--- config.mk ---
export PLATFORM = sky130hd
export DESIGN_NAME = matrix_frame_sequencer_flat
export DESIGN_NICKNAME = d
export VERILOG_FILES = /design/src/rtl/matrix_frame_sequencer_pkg.sv /design/src/rtl/matrix_frame_sequencer_if.sv /design/src/rtl/matrix_frame_sequencer_frame_store.sv /design/src/rtl/matrix_frame_sequencer.sv /design/src/flat_wrapper.sv
export SDC_FILE = /design/constraint.sdc
export NUM_CORES = 1
export LEC_CHECK = 0
export ABC_AREA = 1
export BUFFER_PORTS_ARGS = -buffer_cell sky130_fd_sc_hd__clkbuf_2
export CAP_MARGIN = 5
export CORE_ASPECT_RATIO = 0.7
export CORE_UTILIZATION = 55
export DETAILED_ROUTE_END_ITERATION = 12
export PLACE_DENSITY = 0.85
export SKIP_LAST_GASP = 1
export SLEW_MARGIN = 20
export SYNTH_ARGS = -nofsm -noshare
export SYNTH_HDL_FRONTEND = slang
export SYNTH_SLANG_ARGS = --single-unit
--- constraint.sdc ---
create_clock -name i_clk -period 18.35 [get_ports i_clk]
set_input_delay 0.9175 -clock i_clk [delete_from_list [all_inputs] [get_ports i_clk]]
set_output_delay 0.9175 -clock i_clk [all_outputs]
set_load 0.02 [all_outputs]
--- src/rtl/matrix_frame_sequencer_pkg.sv ---
// matrix_pkg: shared types and constants for the LED-matrix frame sequencer.
//   state_t       - playback FSM states
//   FRAME_W       - width of one 8x8 frame, bit [8*r+c] = row r, column c
//   dwell_cycles  - converts a dwell time in ms to clock cycles
package matrix_pkg;

    localparam int FRAME_W = 64;

    typedef enum logic [1:0] {
        ST_IDLE  = 2'd0,
        ST_LOAD  = 2'd1,
        ST_DWELL = 2'd2,
        ST_FIN   = 2'd3
    } state_t;

    function automatic int dwell_cycles(input int clk_ref_hz, input int dwell_ms);
        return dwell_ms * (clk_ref_hz / 1000);
    endfunction

endpackage

--- src/rtl/matrix_frame_sequencer_if.sv ---
// matrix_frame_sequencer_if: host write port into the frame store.
//   wr_en   - write request
//   wr_addr - frame slot to write
//   wr_dat  - frame data
//   wr_rdy  - write accepted when wr_en & wr_rdy at a rising edge
interface matrix_frame_sequencer_if
    import matrix_pkg::*;
#(
    parameter int FRAME_DEPTH = 4
);
    logic                           wr_en;
    logic [$clog2(FRAME_DEPTH)-1:0] wr_addr;
    logic [FRAME_W-1:0]             wr_dat;
    logic                           wr_rdy;

    modport master (output wr_en, output wr_addr, output wr_dat, input wr_rdy);
    modport slave  (input wr_en, input wr_addr, input wr_dat, output wr_rdy);
endinterface

--- src/rtl/matrix_frame_sequencer_frame_store.sv ---
// frame_store: DEPTH x FRAME_W register file holding the frames to play.
//   i_clk, i_rst_n  - clock, synchronous active-low reset (clears all slots)
//   i_we/i_waddr/i_wdat - single write port
//   i_raddr/o_rdat  - asynchronous read port
module frame_store
    import matrix_pkg::*;
#(
    parameter int DEPTH = 4
) (
    input  logic                     i_clk,
    input  logic                     i_rst_n,
    input  logic                     i_we,
    input  logic [$clog2(DEPTH)-1:0] i_waddr,
    input  logic [FRAME_W-1:0]       i_wdat,
    input  logic [$clog2(DEPTH)-1:0] i_raddr,
    output logic [FRAME_W-1:0]       o_rdat
);
    logic [FRAME_W-1:0] r_mem [DEPTH];

    always_ff @(posedge i_clk) begin
        if (!i_rst_n) begin
            for (int i = 0; i < DEPTH; i++) begin
                r_mem[i] <= '0;
            end
        end else if (i_we) begin
            r_mem[i_waddr] <= i_wdat;
        end
    end

    assign o_rdat = r_mem[i_raddr];
endmodule

--- src/rtl/matrix_frame_sequencer.sv ---
// matrix_frame_sequencer: plays stored 8x8 frames in order, each for a fixed
// dwell time, optionally looping, and presents them to the display driver.
//   i_clk, i_rst_n - clock, synchronous active-low reset
//   wr_bus         - host write port into the frame store
//   i_play         - rising edge starts playback, low stops it
//   i_loop         - wrap to slot 0 after the last frame (sampled at expiry)
//   i_num_fr       - number of frames to play (clamped to 1..FRAME_DEPTH)
//   o_frame/o_idx  - frame on display and its slot index (registered)
//   o_load         - one-cycle pulse when o_frame takes a new value
//   o_busy         - high in LOAD and DWELL
//   o_done         - one-cycle pulse when a non-looping sequence completes
//
// state | meaning
// IDLE  | waiting for a rising edge on i_play
// LOAD  | present slot[idx] on o_frame, start dwell timer
// DWELL | timer counting down; at zero advance, wrap or finish
// FIN   | pulse o_done, return to IDLE
module matrix_frame_sequencer
    import matrix_pkg::*;
#(
    parameter int CLK_REF     = 48_000_000,
    parameter int DWELL_MS    = 250,
    parameter int FRAME_DEPTH = 4
) (
    input  logic                           i_clk,
    input  logic                           i_rst_n,
    matrix_frame_sequencer_if.slave        wr_bus,
    input  logic                           i_play,
    input  logic                           i_loop,
    input  logic [$clog2(FRAME_DEPTH):0]   i_num_fr,
    output logic [FRAME_W-1:0]             o_frame,
    output logic                           o_load,
    output logic [$clog2(FRAME_DEPTH)-1:0] o_idx,
    output logic                           o_busy,
    output logic                           o_done
);
    localparam int AW        = $clog2(FRAME_DEPTH);
    localparam int NW        = AW + 1;
    localparam int DWELL_CYC = dwell_cycles(CLK_REF, DWELL_MS);
    localparam int CW        = $clog2(DWELL_CYC);

    state_t             r_state, w_state_nxt;
    logic [AW-1:0]      r_idx, w_idx_nxt;
    logic [NW-1:0]      r_nfr, w_nfr_nxt;
    logic [CW-1:0]      r_cnt, w_cnt_nxt;
    logic [FRAME_W-1:0] r_frame, w_frame_nxt;
    logic [AW-1:0]      r_idx_o, w_idx_o_nxt;
    logic               r_load, w_load_nxt;
    logic               r_done, w_done_nxt;
    logic               r_play_q;
    logic [FRAME_W-1:0] w_rd_dat;
    logic               w_wr_rdy;
    logic               w_last;

    assign w_wr_rdy      = (r_state != ST_LOAD);
    assign wr_bus.wr_rdy = w_wr_rdy;

    frame_store #(.DEPTH(FRAME_DEPTH)) u_store (
        .i_clk   (i_clk),
        .i_rst_n (i_rst_n),
        .i_we    (wr_bus.wr_en & w_wr_rdy),
        .i_waddr (wr_bus.wr_addr),
        .i_wdat  (wr_bus.wr_dat),
        .i_raddr (r_idx),
        .o_rdat  (w_rd_dat)
    );

    assign w_last = (({1'b0, r_idx} + NW'(1)) == r_nfr);

    always_comb begin
        w_state_nxt = r_state;
        w_idx_nxt   = r_idx;
        w_nfr_nxt   = r_nfr;
        w_cnt_nxt   = r_cnt;
        w_frame_nxt = r_frame;
        w_idx_o_nxt = r_idx_o;
        w_load_nxt  = 1'b0;
        w_done_nxt  = 1'b0;
        case (r_state)
            ST_IDLE: begin
                if (i_play && !r_play_q) begin
                    if (i_num_fr == '0) begin
                        w_nfr_nxt = NW'(1);
                    end else if (i_num_fr > NW'(FRAME_DEPTH)) begin
                        w_nfr_nxt = NW'(FRAME_DEPTH);
                    end else begin
                        w_nfr_nxt = i_num_fr;
                    end
                    w_idx_nxt   = '0;
                    w_state_nxt = ST_LOAD;
                end
            end
            ST_LOAD: begin
                if (!i_play) begin
                    w_state_nxt = ST_IDLE;
                end else begin
                    w_frame_nxt = w_rd_dat;
                    w_idx_o_nxt = r_idx;
                    w_load_nxt  = 1'b1;
                    // LOAD itself is one cycle of the dwell, hence -2
                    w_cnt_nxt   = CW'(DWELL_CYC - 2);
                    w_state_nxt = ST_DWELL;
                end
            end
            ST_DWELL: begin
                if (!i_play) begin
                    w_state_nxt = ST_IDLE;
                end else if (r_cnt != '0) begin
                    w_cnt_nxt = r_cnt - CW'(1);
                end else if (!w_last) begin
                    w_idx_nxt   = r_idx + AW'(1);
                    w_state_nxt = ST_LOAD;
                end else if (i_loop) begin
                    w_idx_nxt   = '0;
                    w_state_nxt = ST_LOAD;
                end else begin
                    w_state_nxt = ST_FIN;
                end
            end
            ST_FIN: begin
                w_done_nxt  = 1'b1;
                w_state_nxt = ST_IDLE;
            end
            default: w_state_nxt = ST_IDLE;
        endcase
    end

    always_ff @(posedge i_clk) begin
        if (!i_rst_n) begin
            r_state  <= ST_IDLE;
            r_idx    <= '0;
            r_nfr    <= '0;
            r_cnt    <= '0;
            r_frame  <= '0;
            r_idx_o  <= '0;
            r_load   <= 1'b0;
            r_done   <= 1'b0;
            r_play_q <= 1'b0;
        end else begin
            r_state  <= w_state_nxt;
            r_idx    <= w_idx_nxt;
            r_nfr    <= w_nfr_nxt;
            r_cnt    <= w_cnt_nxt;
            r_frame  <= w_frame_nxt;
            r_idx_o  <= w_idx_o_nxt;
            r_load   <= w_load_nxt;
            r_done   <= w_done_nxt;
            r_play_q <= i_play;
        end
    end

    assign o_frame = r_frame;
    assign o_load  = r_load;
    assign o_idx   = r_idx_o;
    assign o_done  = r_done;
    assign o_busy  = (r_state == ST_LOAD) || (r_state == ST_DWELL);
endmodule
--- src/flat_wrapper.sv ---
// flat-port wrapper written by rule: the top's interface ports become plain ports
module matrix_frame_sequencer_flat import matrix_pkg::*;
#(
    parameter int CLK_REF     = 48_000_000,
    parameter int DWELL_MS    = 250,
    parameter int FRAME_DEPTH = 4
)
  (i_clk, i_rst_n, i_play, i_loop, i_num_fr, o_frame, o_load, o_idx, o_busy, o_done, wr_bus_wr_en, wr_bus_wr_addr, wr_bus_wr_dat, wr_bus_wr_rdy);
  matrix_frame_sequencer_if #(.FRAME_DEPTH(FRAME_DEPTH)) wr_bus_i ();
  input  logic i_clk;
  input  logic i_rst_n;
  input  logic i_play;
  input  logic i_loop;
  input  logic [$clog2(FRAME_DEPTH):0] i_num_fr;
  output logic [FRAME_W-1:0] o_frame;
  output logic o_load;
  output logic [$clog2(FRAME_DEPTH)-1:0] o_idx;
  output logic o_busy;
  output logic o_done;
  input wire logic [$bits(wr_bus_i.wr_en)-1:0] wr_bus_wr_en;
  input wire logic [$bits(wr_bus_i.wr_addr)-1:0] wr_bus_wr_addr;
  input wire logic [$bits(wr_bus_i.wr_dat)-1:0] wr_bus_wr_dat;
  output wire logic [$bits(wr_bus_i.wr_rdy)-1:0] wr_bus_wr_rdy;
  assign wr_bus_i.wr_en = wr_bus_wr_en;
  assign wr_bus_i.wr_addr = wr_bus_wr_addr;
  assign wr_bus_i.wr_dat = wr_bus_wr_dat;
  assign wr_bus_wr_rdy = wr_bus_i.wr_rdy;
  matrix_frame_sequencer #(.CLK_REF(CLK_REF), .DWELL_MS(DWELL_MS), .FRAME_DEPTH(FRAME_DEPTH)) u_core (.i_clk(i_clk), .i_rst_n(i_rst_n), .wr_bus(wr_bus_i), .i_play(i_play), .i_loop(i_loop), .i_num_fr(i_num_fr), .o_frame(o_frame), .o_load(o_load), .o_idx(o_idx), .o_busy(o_busy), .o_done(o_done));
endmodule
-- Yosys cells after proc, flatten, opt, wreduce, memory -nomap -nowiden
Memory sizes are Yosys's and may differ from the RTL's. A register that Yosys moved wholly into a read port is not among the register bits.
Cells that the tools add are included.
- register bits: 36
- memory bits (writable): 256
- bits of input ports: 74
- memories: 1
- memory list (name ; words ; width ; rd ports ; clocked after memory_dff ; wr ports ; RTL line ; source):
    u_core.u_store.r_mem ; 4 ; 64 ; 1 ; 1 ; 4 ; matrix_frame_sequencer_frame_store.sv:18 ; logic [FRAME_W-1:0] r_mem [DEPTH];
- $add $sub $neg: 3
- order comparisons: 1
- equal/unequal tests: 12
- multiplexer cells: 28
- bitwise gates (word level): 1
- reductions and logical operators: 16
- operators by type and width (kind ; count):
    $mux W24 ; 3
    $mux W64 ; 1
    $reduce_or A64 Y1 ; 1
    $pmux W24 S2 ; 1
    $mux W2 ; 12
    $reduce_bool A24 Y1 ; 1
    $sub A24 B1 Y24 const B ; 1
    $pmux W2 S4 ; 1
    $reduce_and A2 Y1 ; 4
    $mux W1 ; 7
    $mux W3 ; 2
    $ne A2 B1 Y1 const B ; 3
    $ne A2 B2 Y1 const B ; 3
    $ne A3 B3 Y1 const B ; 2
    $reduce_and A5 Y1 ; 1
    $eq A2 B2 Y1 const B ; 2
    $pmux W2 S2 ; 1
    $reduce_and A4 Y1 ; 1
    $reduce_bool A2 Y1 ; 2
    $add A2 B1 Y3 const B ; 1
    $eq A3 B3 Y1 ; 1
    $gt A3 B3 Y1 const B ; 1
    $logic_not A3 Y1 ; 1
    $add A2 B1 Y2 const B ; 1
    other kinds (6) ; 7

-- Logic depth before layout (Yosys ltp)
Gate-level depths: netlist of run 1.
- word-level depth: 7
- depth in mapped cells: 11
- depth with buffers taken out: 11

-- Modules after synthesis
From an unflattened synthesis of run 1, not the netlist that was laid out.
- cells, all modules: 2022
- area total of the unflattened synthesis: 16726.0 um^2
- modules (own cells, without submodules) (module ; instances ; cells an instance ; area an instance (um^2)):
    frame_store ; 1 ; 1369 ; 12248.0
    matrix_frame_sequencer ; 1 ; 653 ; 4478.0

-- Least setup slack after synthesis of run 1
OpenSTA, ideal clock, no wires.
- path type: input to register
- start: input port wr_bus_wr_addr[1]
- end: memory u_core.u_store.r_mem[2][0], enable pin
- arrival time: 5.775 ns
- required time: 17.776 ns
- slack: 12.000 ns
- cell stages on the path: 5
- buffers on the path: 1
- cell sequence: inv_1 > nor2_1 > inv_1 > clkbuf_1 > o21ai_0
- RTL lines (what ; RTL line ; source):
    start: declaration ; flat_wrapper.sv:21 ; input wire logic [$bits(wr_bus_i.wr_addr)-1:0] wr_bus_wr_addr;
    end: declaration ; matrix_frame_sequencer_frame_store.sv:18 ;

==> impl_summary.md, run 1 <==
Routing
The overall via count from detail_route is 12200. The count of nets left with antenna violations once routing finished came out at 0. The detailed-route wire length per cell is 17.7 µm. The number of DRC violations after detailed-routing iteration 0 is 1593. After detailed routing, the total wire length is ~38000 µm. The first detailed-routing pass ran for 7 iterations. For this run, design rule violations remaining after detail routing come to 0. The average via count per standard cell is between 5 and 6.

Floorplanning
The number of primary I/O pins is 144. The vertical extent of the die is 142 µm. The die is 202 µm wide.

The effective utilization at floorplan is a little under three fifths. In this run the standard cell core region covers roughly 0.027 mm². The area of the die is around 0.029 mm². The floorplan row count is 50.

Timing
For this run, the top clock speed supported by timing is ~330 MHz. The max-slew violation count is 0. The hold violation total from the final report is 0. The minimum setup slack in the final design is 15.33 ns. The post-route minimum period is 3.02 ns.

At the pin with the least slew margin, the transition time is just over 1 ns. After layout, the worst path uses 16.5% of the clock period. In this run the tightest slew margin relative to its limit is 30.9%. The post-route setup TNS is 0 ns.

The clock skew after layout is 0.0270 ns. Setup violations remaining at the end of the flow were counted as 0. Hold is met by 0.497 ns. Setup repair after global routing left no endpoint under its margin.

Global routing
The number of antenna violations at the first check in global routing is 1. The total routing usage reported by global routing is 26.5%. The first global-routing pass estimated 59900 µm of wire.

Entering global routing, the biggest net connects 119 pins. The via count of the first global-routing pass was 11400. The total grt overflow is 0.

Clock network
The H-tree was split into 2 levels. The clock tree buffer depth is 3. The CTS tree is done. Buffers added to address setup during post-CTS repair amount to 0. The root buffer cell is sky130_fd_sc_hd__clkbuf_16.

In this run, post-CTS repair resized a total of 0 instances. The clock latency of the later-clocked register in the worst-skew pair is 0.54 ns. TritonCTS created 34 clock buffers. The clock slew seen by the registers of the worst setup and hold paths is ~0.07 ns. The post-cts hold buffer count is 0. The clock net in this run drives a total of 356 sinks.

Place
The congestion estimate from routability-driven global placement came to 0.884. After legalization and detailed placement, the total HPWL measured 21400 µm. After detailed placement, the total cell area comes to approximately 0.016 mm². The number of placed instances, taps included is 2074. Port buffering added roughly 140 buffers. The worst slack at placement is 15.02 ns.

Power
The logic gate share of total power is 16.8%. The leakage power is 7.59 nW. The cell internal power dissipation is 1.42 mW.

Sequential cells burn 47.6% of the power. In this run switching power makes up 28.7% of total power. Dividing total power by cell area gives a power density of 114 mW/mm². The total chip power is 1.99 mW. The highest ir drop seen on vdd is 0.0779 mV.

The switching power of the nets is 0.571 mW. The clock share of power is 35.6%.

Final layout
The post-layout instance count excluding filler cells is 2138. The synthesis-to-finish area growth is 13.0%. The most common cell after layout, fill and taps aside is sky130_fd_sc_hd__nor2_1. Measured on the finished design, the core utilization comes to between 60% and 70%. At the end of the flow, the number of nets in the layout was about 1800. The filler cells instantiated in the layout total 2158. Of the cells placed in the final design, the portion with a size suffix greater than 1 is 13.3%. The final non-filler cell area is 0.0174 mm². In the layout the commonest cells are sky130_fd_sc_hd__nor2_1 (503), sky130_fd_sc_hd__edfxtp_1 (256), sky130_fd_sc_hd__o21ai_0 (195), sky130_fd_sc_hd__inv_1 (166), sky130_fd_sc_hd__clkbuf_2 (143).

Logic synthesis
The post-synthesis adder-cell area fraction is 0.568%. The number of nets in the synthesized netlist is 1742. The area of the mapped netlist is 0.0154 mm².

After synthesis, the netlist uses 35 different library cells. The fraction of the mapped netlist area in compound gates is 10.6%. After Yosys synthesis, and, or, nand and nor cells account for 18.4% of the synthesized area.

Counting flops and latches in the post-synthesis netlist gives roughly 360. The Yosys step of the flow raised 0 warnings. After Yosys synthesis, XOR and XNOR cells account for 0.454% of the synthesized area.

The share of synthesized area spent on multiplexers is 0%. The combinational family with the most area after synthesis is simple AND/OR/NAND/NOR gates. The synthesized area per cell is 9.29 µm². Synthesis produced a netlist whose cell count is approximately 1700.

For this run, the register share of the synthesized area comes to 62.8%.

Critical path
The kind of launch point of the worst setup path is a register. For the worst setup path, the data arrival time is 3.17 ns. The type of the worst setup path is reg -> reg. In this run the worst path has a maximum fanout of 48. STA puts the critical path data required time at 18.50 ns. The depth of the most critical reg-to-reg path is 6. The critical path endpoint category is a register.

Run
The max capacitance violation total is 0.

Min path
The type of the tightest min-delay check is reg -> reg. The cell depth of the worst min-delay path is 2.

Outcome
The flow ran to the end, and the final reports show no timing, DRC or antenna violations.
[sequential cells by signal, indices dropped and copies added (netlist names)]
signal	flops
u_core.r_state	2
u_core.o_load	1
u_core.r_play_q	1
u_core.r_nfr	3
u_core.o_done	1
u_core.r_cnt	24
u_core.r_idx	2
u_core.u_store.r_mem	256
u_core.o_frame	64
u_core.o_idx	2
[cells by family (layout without fill, tap and decap cells)]
| family | after synthesis | in the layout |
|---|---|---|
| AOI/OAI and AO/OA | 305 | 305 |
| xor gates and xnor gates | 8 | 8 |
| adders and majority gates | 7 | 7 |
| buffers and inverters | 279 | 390 |
| DFF | 356 | 356 |
| other | 0 | 2 |
| and+or+nand+nor | 706 | 706 |
[power by group through the flow]
stage	sequential, mW	clock [mW]	combinational [mW]
floorplan	0.974	0	0.216
global placement	0.959	0	0.316
detailed placement	0.962	0	0.326
CTS	0.945	0.714	0.330
global route	0.951	0.744	0.369
finish	0.946	0.709	0.334
[metal layers]
metal	vias to the layer above	part of all wire [%]	wire length (µm)	GRT usage, %
met5	-	0	0	0
met4	0	3.1	1180	10.8
met3	87	9.8	3690	4.69
met2	660	46	17300	42.3
met1	5732	41	15600	36.1
li1	5694	-	-	-
[critical path, cell delays in order, from the launching register on]
cell and delay (ns):
sky130_fd_sc_hd__dfxtp_1 0.38, sky130_fd_sc_hd__inv_1 0.08, sky130_fd_sc_hd__ha_1 0.21, sky130_fd_sc_hd__inv_1 0.16, sky130_fd_sc_hd__nand2_1 0.20, sky130_fd_sc_hd__o31ai_4 0.83
sky130_fd_sc_hd__buf_4 0.75
[final cells by class]
class                           instances  area [µm²]  share of cell area, %
Clock inverter                         14         178                   1.02
Multi-Input combinational cell       1026        4690                   26.9
Clock buffer                           48         933                   5.36
Tap cell                              364         455                   2.61
Timing Repair Buffer                  155         810                   4.64
Inverter                              173         662                   3.80
Sequential cell                       356        9690                   55.6
Antenna cell                            2        5.00                 0.0287
[worst paths after layout]
kind                                         from                          end  slack [ns]
worst max-delay path            u_core.r_state[1]  u_core.u_store.r_mem[3][42]       15.33
worst min-delay path              u_core.r_cnt[0]              u_core.r_cnt[0]        0.50
worst max register to register  u_core.r_state[1]  u_core.u_store.r_mem[3][42]       15.33
worst min register to register    u_core.r_cnt[0]              u_core.r_cnt[0]        0.50
[Yosys cell counts (all sizes together)]
master    n  area share (%)
xnor2     2            0.11
a21oi    28             1.0
a211oi    2           0.097
nand3b    3            0.15
clkbuf   63             1.5
xor2      6            0.34
dfxtp   100              13
nand4    11            0.45
o31ai     3            0.15
a21o      1           0.049
nor3     67             2.2
inv     171             4.2
a22oi     1           0.049
o22ai    64             2.6
clkinv    2           0.081
buf      43             1.3
or2       1           0.041
nand3    22            0.75
ha        7            0.57
nand2    94             2.4
nor2    508              12
o21ai   206             6.7
edfxtp  256              50
No activity file was read; power rests on OpenSTA's default activity.
==> run 2: changes to the inputs <==
- ABC_AREA: 1 -> 0
- CORE_UTILIZATION: 55 -> 53
- clock period: 18.35 -> 2.4 ns (I/O delays scaled with it)
==> run 2 against run 1 <==
  * First-iteration DRC count decreased by 55%
  * Register-to-register slack lost 15 ns
  * Global-route usage fell by 2.3 points
  * Critical path depth is 1 lower
  * Non-clock buffer count is 101 higher
  * Power grew to 7.0 times the previous value
  * Design area rose by 5.0%
  * Hold slack got worse by 0.48 ns
  * Clock skew down 0.011 ns
  * Core utilization is 1.7 points higher
==> impl_summary.md, run 2 <==
Power
The highest ir drop seen on vdd came to 0.641 mV (+720%). The cell internal power dissipation is 10.7 mW (+650%). The switching share of power is 23.2% (-5.5 points). The logic gate share of total power came to 9.9% (-6.9 points).

The power density relative to cell area came to 759 mW/mm² (+570%). The clock share of power is 39.2% (+3.6 points). The switching power of the nets came to 3.22 mW (+460%). The leakage power was 6.88 nW (-9.4%). The proportion of power drawn by flip-flops and latches was 51.0% (+3.4 points).

Floorplanning
The vertical extent of the die was 143 µm (+0.30%). The area of the die was 0.0289 mm² (+0.60%). The number of primary I/O pins is 144 (unchanged). The floorplan row count came to 51 (+2.0%). The effective utilization at floorplan is 53.9% (-2.9 points). The die width is 203 µm (+0.30%). The area of the placeable core is 0.0278 mm² (+2.2%).

Global routing
The total grt overflow is 0 (unchanged). The total routing usage reported by global routing was 24.2% (-2.3 points). The number of antenna violations at the first check in global routing is 1 (unchanged).

The global-route wire length before repair is 53500 µm (-11%). The via count of the first global-routing pass is 9780 (-14%). The maximum number of pins on one net before global-route repair is 87 (-27%).

Critical path
The depth of the most critical reg-to-reg path came to 5 (-1). The setup slack on the worst flop-to-flop path came to 0.05 ns (-15.28 ns). The critical path arrival is 2.80 ns (-0.37 ns). The worst setup path is launched from a register. Among cell families on the critical path, the largest total delay comes from simple AND/OR/NAND/NOR gates. The critical path endpoint category is a register. The source of the worst register-to-register timing path is u_core.r_cnt[5]. The launching instance or port of the critical path is u_core.r_cnt[5].

The maximum cell stage delay along the critical path was 0.59 ns (-0.24 ns). The worst-path cell with the longest stage delay is sky130_fd_sc_hd__or4_4. The data required time at the worst endpoint is 2.85 ns (-15.65 ns).

The largest driver fanout on the critical path was 8 (-83%). The terminus of the critical flop-to-flop path is u_core.r_cnt[18]. The combined buffer and inverter count along the critical path is 0 (-3).

The type of the worst setup path is reg -> reg. Traced cell by cell, the critical path runs through or4_4, or4_4, or3_4, or3_1, a31oi_1. The cell that appears most often on the critical path is sky130_fd_sc_hd__or4_4.

Final layout
The number of flip-flops under the largest register name is 256 (unchanged). From synthesis to final layout, the design area changed by 22.3%. The filler cell count in the final layout is 1972 (-8.6%). The most common cell after layout, fill and taps aside is sky130_fd_sc_hd__and2_1. The number of nets in the finished design is 1418 (-22%). The post-layout instance count excluding filler cells is 1735 (-19%). The top cell types in the final layout, fill and taps aside, are sky130_fd_sc_hd__and2_1 (259), sky130_fd_sc_hd__edfxtp_1 (256), sky130_fd_sc_hd__nand2_1 (143), sky130_fd_sc_hd__clkbuf_2 (143), sky130_fd_sc_hd__dfxtp_1 (98).

The largest register by flop count is u_core.u_store.r_mem. The share of post-route cells with drive strength above 1 is 24.3% (+11 points).

Timing
The post-route minimum period was 2.35 ns (-0.672 ns). The relative max-transition margin came to 63.2% (+32 points). The highest achievable clock rate was 426 MHz (+29%). The hold violation total from the final report is 0 (unchanged). The total setup violations reported at the end of the flow is 0 (unchanged). The transition time at the pin with the least slew margin was 0.547 ns (-0.490 ns). The clock skew after layout came to 0.0162 ns (-0.0108 ns).

The worst hold slack came to 0.0183 ns (-0.479 ns). The max-slew violation count is 0 (unchanged). The final period utilization came to 97.9% (+81 points).

Clock network
The root buffer cell is sky130_fd_sc_hd__clkbuf_16. The CTS sink count was 356 (unchanged). The clock buffer count from CTS was 34 (unchanged). The clock tree buffer depth is 3 (unchanged).

The clock latency of the later-clocked register in the worst-skew pair is 0.52 ns (-0.02 ns). The CTS tree is done. The clock slew seen by the registers of the worst setup and hold paths is 0.06 ns (about the same). The count of H-tree levels built during CTS is 2 (unchanged).

Routing
The average via count per standard cell is 5.62 (-1.4%). The detailed-routing iteration count for the pre-antenna-repair pass is 7 (unchanged). The wire length reported by the detailed router is 34500 µm (-8.7%). The detailed-route wire length per cell is 19.9 µm (+13%). The overall via count from detail_route is 9745 (-20%).

The remaining antenna violation count is 0 (unchanged). The number of DRC violations after detailed-routing iteration 0 is 712 (-55%). The number of remaining DRC errors is 0 (unchanged).

Outcome
The run finished with clean final reports.

Place
The number of placed instances, taps included was 1598 (-23%). The routability-driven placement congestion ratio is 0.853 (-3.5%). The detailed placement HPWL was 20800 µm (-3.0%). The quantity of I/O buffers inserted on ports is 143 (unchanged).

Logic synthesis
The cell type contributing the most total cell area after synthesis is sky130_fd_sc_hd__edfxtp_1. Yosys instantiated no cell more often than sky130_fd_sc_hd__and2_1. The post-synthesis async set-or-reset flop share is 0% (unchanged). The area of the mapped netlist is 0.0150 mm² (-3.0%). The dominant register cell in the synthesized netlist is sky130_fd_sc_hd__edfxtp_1.

The number of synthesized register bits was 356 (unchanged). The commonest cells after synthesis are sky130_fd_sc_hd__and2_1 (260), sky130_fd_sc_hd__edfxtp_1 (256), sky130_fd_sc_hd__nand2_1 (144). The count of yosys warnings during synthesis is 0 (unchanged). The number of enable-type register cells in the synthesized netlist is 256 (unchanged). The synthesized area per cell was 13.3 µm² (+44%). The area share of the largest cell type after synthesis is 51.4% (+1.6 points).

The proportion of synthesized chip area in sequential cells came to 64.8% (+2.0 points). The number of cells produced by synthesis is 1121 (-33%). The post-synthesis net count was 1202 (-31%).

After synthesis, the cell types taking the most area are sky130_fd_sc_hd__edfxtp_1 (51%), sky130_fd_sc_hd__dfxtp_1 (13%), sky130_fd_sc_hd__and2_1 (11%). The number of distinct library cell variants in the gate-level netlist after synthesis was 44 (+26%).

Run
The max capacitance violation total is 0 (unchanged).

Min path
The worst hold path belongs to the class in -> reg. The end point of the most critical hold path is u_core.r_nfr[0]. The worst hold path startpoint is i_num_fr[0].

The cell depth of the worst min-delay path came to 5 (+3).
## run 2: kinds of logic (layout without fill, tap and decap cells)
| kind of cell | Yosys count | in the layout | share of synthesized area, % |
|---|---|---|---|
| compound gates | 119 | 119 | 4.51 |
| xor+xnor | 14 | 14 | 0.820 |
| fa+ha+maj | 7 | 7 | 0.586 |
| buf+inv | 85 | 327 | 2.20 |
| flops | 356 | 356 | 64.8 |
| mux | 67 | 67 | 9.84 |
| other cells | 0 | 1 | 0 |
| simple gates | 473 | 473 | 17.3 |
## run 2: worst max-delay path by stage
stage / end / slack, ns / cells past startpoint
detailed placement: u_core.r_state[0] / 0.06 / 6
finish: u_core.r_cnt[18] / 0.05 / 5
floorplan: u_core.r_cnt[18] / -0.01 / 7
global placement: u_core.r_cnt[18] / 0.1 / 5
global route: u_core.r_cnt[18] / -0.005 / 5
CTS: u_core.r_state[0] / 0.04 / 6
## run 2: power groups by stage
stage	clock network [mW]	registers, mW	logic, mW
2_1_floorplan	0	7.22	0.704
3_5_place_dp	0	7.21	1.23
5_1_grt	5.76	7.11	1.48
3_3_place_gp	0	7.18	1.19
6_report	5.44	7.08	1.37
4_1_cts	5.51	7.08	1.33
## run 2: worst reg2reg max path: stages (launching register included)
cell and delay [ns]:
sky130_fd_sc_hd__dfxtp_1 0.35, sky130_fd_sc_hd__or4_4 0.53, sky130_fd_sc_hd__or4_4 0.59, sky130_fd_sc_hd__or3_4 0.35, sky130_fd_sc_hd__or3_1 0.31, sky130_fd_sc_hd__a31oi_1 0.15
## run 2: final cells by class
type	instances	area, µm²	area share (%)
antenna	1	2.50	0.0137
clock buffer	52	1050	5.76
clock inverter	10	82.6	0.451
inverter	9	35.0	0.191
multi-input combinational	680	5040	27.6
sequential	356	9700	53.0
tap	371	464	2.54
timing repair buffer	256	1920	10.5
## run 2: repair_timing
action,4_1_cts,5_1_grt
endpoints found under the setup margin,0,22
endpoints found under the hold margin,260,0
hold buffers,67,0
resized for setup,0,6
buffers inserted,0,7
## run 2: stage by stage
step | cell area [µm²] | power (mW) | util (%) | worst slack (ns) | setup TNS (ns)
finish | 18300 | 13.9 | 65.9 | 0.0507 | 0
global placement | 16400 | 8.37 | 59.1 | 0.0992 | 0
floorplan | 15000 | 7.93 | - | -0.0113 | -0.470
CTS | 18200 | 13.9 | 65.6 | 0.0385 | 0
global route | 18300 | 14.3 | 65.9 | -0.00467 | -0.00904
detailed placement | 16400 | 8.43 | 59.1 | 0.0553 | 0
## run 2: per-layer routing
metal	track usage, %	up-vias	wire, µm
met2	39.3	412	16500
li1	-	4454	-
met3	4.72	54	2700
met4	6.81	2	668
met1	33.5	4823	14600
met5	0	-	14
